<file path="src/rtl/wb_debug_master_b3.sv">
// Debug-port to Wishbone B3 classic single-beat master.
// Each accepted debug strobe runs one WB transaction with bounded retry, per-attempt timeout and a status code.
module wb_debug_master_b3 #(
    parameter int ADDR_WIDTH = 32,
    parameter int DATA_WIDTH = 32,
    parameter int TIMEOUT    = 255,
    parameter int MAX_RETRY  = 3,
    parameter int RETRY_GAP  = 2
) (
    input  logic                  clk,
    input  logic                  rst_n,
    input  logic                  dbg_stb,
    input  logic                  dbg_we,
    input  logic [ADDR_WIDTH-1:0] dbg_adr,
    input  logic [DATA_WIDTH-1:0] dbg_wdat,
    output logic [DATA_WIDTH-1:0] dbg_rdat,
    output logic                  dbg_ack,
    output logic                  dbg_err,
    output logic [1:0]            dbg_status,
    output logic [ADDR_WIDTH-1:0] wb_adr,
    output logic                  wb_cyc,
    output logic                  wb_stb,
    output logic                  wb_we,
    output logic [3:0]            wb_sel,
    output logic [DATA_WIDTH-1:0] wb_dat_m2s,
    input  logic [DATA_WIDTH-1:0] wb_dat_s2m,
    input  logic                  wb_ack,
    input  logic                  wb_err,
    input  logic                  wb_rty,
    output logic [2:0]            wb_cti,
    output logic                  wb_bte
);

    // state | meaning
    // IDLE  | waiting for dbg_stb
    // BUS   | wb_cyc high, sampling ack/err/rty/timeout
    // GAP   | wb_cyc low between a rty and the re-issue
    // DONE  | dbg_ack/dbg_err pulse
    // HOLD  | waiting for dbg_stb to drop
    typedef enum logic [2:0] {ST_IDLE, ST_BUS, ST_GAP, ST_DONE, ST_HOLD} state_t;

    localparam int TMO_W = (TIMEOUT > 0) ? $clog2(TIMEOUT + 1) : 1;
    localparam int RTY_W = (MAX_RETRY > 0) ? $clog2(MAX_RETRY + 1) : 1;
    localparam int GAP_W = (RETRY_GAP > 0) ? $clog2(RETRY_GAP + 1) : 1;

    localparam logic [1:0] ST_OK    = 2'b00;
    localparam logic [1:0] ST_BERR  = 2'b01;
    localparam logic [1:0] ST_RTYX  = 2'b10;
    localparam logic [1:0] ST_TMO   = 2'b11;

    state_t                 state_q, state_d;
    logic [ADDR_WIDTH-1:0]  adr_q, adr_d;
    logic [DATA_WIDTH-1:0]  dat_q, dat_d;
    logic [DATA_WIDTH-1:0]  rdat_q, rdat_d;
    logic                   we_q, we_d;
    logic                   cyc_q, cyc_d;
    logic                   ack_q, ack_d;
    logic                   err_q, err_d;
    logic [1:0]             status_q, status_d;
    logic [TMO_W-1:0]       tmo_cnt_q, tmo_cnt_d;
    logic [RTY_W-1:0]       retry_cnt_q, retry_cnt_d;
    logic [GAP_W-1:0]       gap_cnt_q, gap_cnt_d;
    logic                   finish;
    logic [1:0]             fin_status;

    always_comb begin
        state_d     = state_q;
        adr_d       = adr_q;
        dat_d       = dat_q;
        rdat_d      = rdat_q;
        we_d        = we_q;
        cyc_d       = cyc_q;
        ack_d       = 1'b0;
        err_d       = 1'b0;
        status_d    = status_q;
        tmo_cnt_d   = tmo_cnt_q;
        retry_cnt_d = retry_cnt_q;
        gap_cnt_d   = gap_cnt_q;
        finish      = 1'b0;
        fin_status  = ST_OK;

        case (state_q)
            ST_IDLE: begin
                if (dbg_stb) begin
                    adr_d       = dbg_adr;
                    dat_d       = dbg_wdat;
                    we_d        = dbg_we;
                    retry_cnt_d = '0;
                    tmo_cnt_d   = '0;
                    status_d    = ST_OK;
                    cyc_d       = 1'b1;
                    state_d     = ST_BUS;
                end
            end
            ST_BUS: begin
                if (wb_ack) begin
                    if (!we_q) begin
                        rdat_d = wb_dat_s2m;
                    end
                    finish = 1'b1;
                end else if (wb_err) begin
                    finish     = 1'b1;
                    fin_status = ST_BERR;
                end else if (wb_rty) begin
                    if (retry_cnt_q < RTY_W'(MAX_RETRY)) begin
                        retry_cnt_d = retry_cnt_q + RTY_W'(1);
                        gap_cnt_d   = GAP_W'(RETRY_GAP - 1);
                        cyc_d       = 1'b0;
                        state_d     = ST_GAP;
                    end else begin
                        finish     = 1'b1;
                        fin_status = ST_RTYX;
                    end
                end else if (TIMEOUT > 0) begin
                    if (tmo_cnt_q == TMO_W'(TIMEOUT - 1)) begin
                        finish     = 1'b1;
                        fin_status = ST_TMO;
                    end else begin
                        tmo_cnt_d = tmo_cnt_q + TMO_W'(1);
                    end
                end
            end
            ST_GAP: begin
                if (gap_cnt_q == '0) begin
                    tmo_cnt_d = '0;
                    cyc_d     = 1'b1;
                    state_d   = ST_BUS;
                end else begin
                    gap_cnt_d = gap_cnt_q - GAP_W'(1);
                end
            end
            ST_DONE: begin
                state_d = ST_HOLD;
            end
            ST_HOLD: begin
                if (!dbg_stb) begin
                    state_d = ST_IDLE;
                end
            end
            default: begin
                state_d = ST_IDLE;
                cyc_d   = 1'b0;
            end
        endcase

        // Status and ack are registered together so dbg_err is valid in the ack cycle.
        if (finish) begin
            cyc_d    = 1'b0;
            ack_d    = 1'b1;
            err_d    = (fin_status != ST_OK);
            status_d = fin_status;
            state_d  = ST_DONE;
        end
    end

    always_ff @(posedge clk or negedge rst_n) begin
        if (!rst_n) begin
            state_q     <= ST_IDLE;
            adr_q       <= '0;
            dat_q       <= '0;
            rdat_q      <= '0;
            we_q        <= 1'b0;
            cyc_q       <= 1'b0;
            ack_q       <= 1'b0;
            err_q       <= 1'b0;
            status_q    <= ST_OK;
            tmo_cnt_q   <= '0;
            retry_cnt_q <= '0;
            gap_cnt_q   <= '0;
        end else begin
            state_q     <= state_d;
            adr_q       <= adr_d;
            dat_q       <= dat_d;
            rdat_q      <= rdat_d;
            we_q        <= we_d;
            cyc_q       <= cyc_d;
            ack_q       <= ack_d;
            err_q       <= err_d;
            status_q    <= status_d;
            tmo_cnt_q   <= tmo_cnt_d;
            retry_cnt_q <= retry_cnt_d;
            gap_cnt_q   <= gap_cnt_d;
        end
    end

    assign dbg_rdat   = rdat_q;
    assign dbg_ack    = ack_q;
    assign dbg_err    = err_q;
    assign dbg_status = status_q;
    assign wb_adr     = adr_q;
    assign wb_cyc     = cyc_q;
    assign wb_stb     = cyc_q;
    assign wb_we      = we_q;
    assign wb_sel     = {4{cyc_q}};
    assign wb_dat_m2s = dat_q;
    assign wb_cti     = 3'b000;
    assign wb_bte     = 1'b0;

endmodule

</file>
<file path="config.mk">
export PLATFORM = sky130hd
export DESIGN_NAME = wb_debug_master_b3
export DESIGN_NICKNAME = d
export VERILOG_FILES = /design/src/rtl/wb_debug_master_b3.sv
export SDC_FILE = /design/constraint.sdc
export NUM_CORES = 1
export LEC_CHECK = 0
export ABC_CLOCK_PERIOD_IN_PS = 1750
export CAP_MARGIN = 15
export CORE_ASPECT_RATIO = 0.75
export CORE_MARGIN = 5
export CORE_UTILIZATION = 38
export CTS_CLUSTER_SIZE = 16
export DETAILED_ROUTE_END_ITERATION = 10
export PLACE_DENSITY = 0.75
export SYNTH_ARGS = -nofsm -noshare
export SYNTH_HDL_FRONTEND = slang
export SYNTH_SLANG_ARGS = --single-unit
</file>
<file path="constraint.sdc">
create_clock -name clk -period 1.75 [get_ports clk]
set_input_delay 0.35 -clock clk [delete_from_list [all_inputs] [get_ports clk]]
set_output_delay 0.35 -clock clk [all_outputs]
set_load 0.02 [all_outputs]
</file>
==> flow_summary.toml <==
[status]
status = "completed"

[pwr]
cellLeakagePower_nw = 3.94
irDropWorstVdd_mv = 1.05
p_per_area_mw_per_mm2 = 1910

[cts]
cts_root_buf = "clkbuf_16"
cts_buffers = 17
clkTransAtPathRegs_ps = 50
cts_max_level = 4
clock_path_buffers = 2
cts_tree = "built"
insertion_delay_ps = 400
numClockSinks = 117

[floorplanning]
fp.dieArea_mm2 = 0.0150
io_pins = 214
fp.dieW_um = 140
die_height_um = 107
fp.coreArea_mm2 = 0.0123
initial_core_util_pct = 38.9
rows = 35

[critical_path]
cp_slowest_cell = "clkdlybuf4s50_1"
crit_chain = "clkdlybuf4s50_1"
cp-end-kind = "output pin"
cp.depth = 1
critPathRequiredTime_ps = 1400
cp_max_fo = 2
cp-start-kind = "flip-flop"
reg2regPathDepth = 7
r2r_end = "tmo_cnt_q[4]"
cp_data_arrival_time_ps = 1370
reg2reg_from = "state_q[0]"
cp_top_family = "buffers and inverters"
crit_type = "reg2out"
cpPeakStageDelay_ps = 610
worst-path-buf-inv = 1
reg2reg_slack_ps = 50

[placement]
place_congestion = 0.886
place_area_mm2 = 0.00723
dp_hpwl_um = 9910
port_buffers = 209

[drt]
via_count = 3741
via_per_inst = 4.86
wl_per_cell_um = 18.4
dr.pass1.iters = 4
drtIter0Drc = 133
totalWireLength_um = 14100
drcViolationCount = 0
antenna_left = 0

[finish]
area_growth_syn_to_layout_pct = 70.2
drive_gt1_share_pct = 31.7
final_area_mm2 = 0.00818
postLayoutCoreUtil_pct = 66.2
fin_nets = 697
diodes = 0

[flow_run]
drv_cap = 0

[timing]
fin_worst_skew_ps = 10.6
hold_violations = 0
period_share_pct = 98.0
max_freq_mhz = 583
rsz0062_at_grt = "yes"
finalSetupViolCount = 0
fin_crit_ps = 1720
drv_slew = 0

[global_routing]
grt_usage_pct = 18.2
grt_max_degree = 49
grt_first_pass_wirelength_um = 21500
first_global_vias = 4080
grt.overflow.total = 0
antenna_found_initial = 0

[synthesis]
synth_cell_types = 38
synth_area_mm2 = 0.00481
seq_area_frac_synth_pct = 60.9
synth_edf_count = 0
avgSynthCellArea_um2 = 14.1
syn-instance-count = 342
async_reset_ff_share_pct = 100
ys_warn_count = 0
synth_seq_cells = 117
synth_flop_cell = "dfrtp_1"

[hold_path]
hold_class = "in2async"
==> cell usage in the layout (no fill, tap or decap), types with 3 or more instances in the layout <==
cell type / instances
nand3b_1: 3
dlymetal6s2s_1: 52
clkinv_2: 5
a21oi_1: 4
dfrtp_1: 115
a22o_1: 3
clkinvlp_4: 3
dlygate4sd2_1: 25
clkbuf_16: 19
mux2_2: 91
buf_12: 4
nor2_1: 9
buf_4: 33
conb_1: 4
clkdlybuf4s50_1: 131
mux2_1: 7
inv_1: 3
nand2_1: 13
o21ai_0: 12
nand2b_4: 3
nand3_1: 4
inv_2: 3
a21oi_2: 5
or3_1: 4
==> synth_stat cells (5+ instances only) <==
cell | instances | area share [%]
nand2b_1 | 5 | 0.65
buf_2 | 8 | 0.83
or3_1 | 5 | 0.65
mux2_2 | 91 | 21
a21oi_1 | 9 | 0.94
o21ai_0 | 12 | 1.2
dfrtp_1 | 117 | 61
nand2_1 | 13 | 1.0
inv_1 | 6 | 0.47
buf_4 | 14 | 2.2
nor2_1 | 10 | 0.78
mux2_1 | 7 | 1.6
==> sequential cells by signal, summed over array words and instances, names as in the netlist <==
signal / count
wb_dat_m2s: 32
tmo_cnt_q: 8
dbg_rdat: 32
gap_cnt_q: 2
dbg_status: 2
wb_we: 1
dbg_ack: 1
wb_adr: 32
retry_cnt_q: 2
wb_cyc: 1
state_q: 3
dbg_err: 1
==> what timing repair did <==
item                                    CTS  global route
pin swaps                                 0            10
endpoints found under the setup margin   77           159
resized for setup                        34            74
cloned                                    1             3
hold buffers                              1             0
setup buffers                             2             5
endpoints found under the hold margin    24             0
==> kinds of logic (layout without fill, tap and decap cells) <==
logic type / after synthesis / after routing / share of synthesized area (%)
other cells: 1 / 4 / 0.0780
compound gates: 39 / 39 / 5.52
fa+ha+maj: 4 / 4 / 1.04
simple gates: 52 / 52 / 5.62
mux: 99 / 99 / 23.2
buf+inv: 30 / 288 / 3.64
flops: 117 / 117 / 60.9
==> stage by stage <==
stage	hold slack, ps	setup WS, ps	cells	TNS (ps)	power, mW
global route	413	-22.2	769	-192	16.5
CTS	393	1.23	761	0	15.6
floorplan	54.4	41.8	345	0	8.60
finish	397	34.2	769	0	15.6
detailed placement	288	-308	725	-22040	12.2
global placement	285	-255	725	-19210	12.0
==> cell type report <==
| type | instances | area [um^2] |
|---|---|---|
| clock inverter | 13 | 134 |
| tap | 166 | 208 |
| sequential | 117 | 2930 |
| clock buffer | 19 | 433 |
| inverter | 6 | 22.5 |
| multi-input combinational | 198 | 1840 |
| timing repair buffer | 250 | 2610 |
| fill | 926 | 4170 |
==> per-layer routing <==
layer	global-route usage, %	routed length [um]	vias up
met5	0	0	-
met4	5.81	205	0
met3	8.61	1440	17
met2	30.0	7060	180
met1	21.1	5440	1845
li1	-	-	1699
==> worst max-delay path by stage <==
stage | startpoint | endpoint
detailed placement | dbg_stb | tmo_cnt_q[4]
floorplan | state_q[0] | wb_adr[21]
finish | dbg_rdat[0] | dbg_rdat[0]
global route | tmo_cnt_q[1] | tmo_cnt_q[3]
global placement | dbg_stb | wb_dat_m2s[9]
CTS | wb_adr[6] | wb_adr[6]
==> power breakdown <==
group	total [mW]	internal [mW]	leakage [nW]	switching (mW)
registers	4.72	4.01	1.41	0.716
logic	7.56	3.92	2.26	3.64
clock network	3.30	2.09	0.273	1.21
total	15.6	10.0	3.94	5.57
No activity file was read; power rests on OpenSTA's default activity.
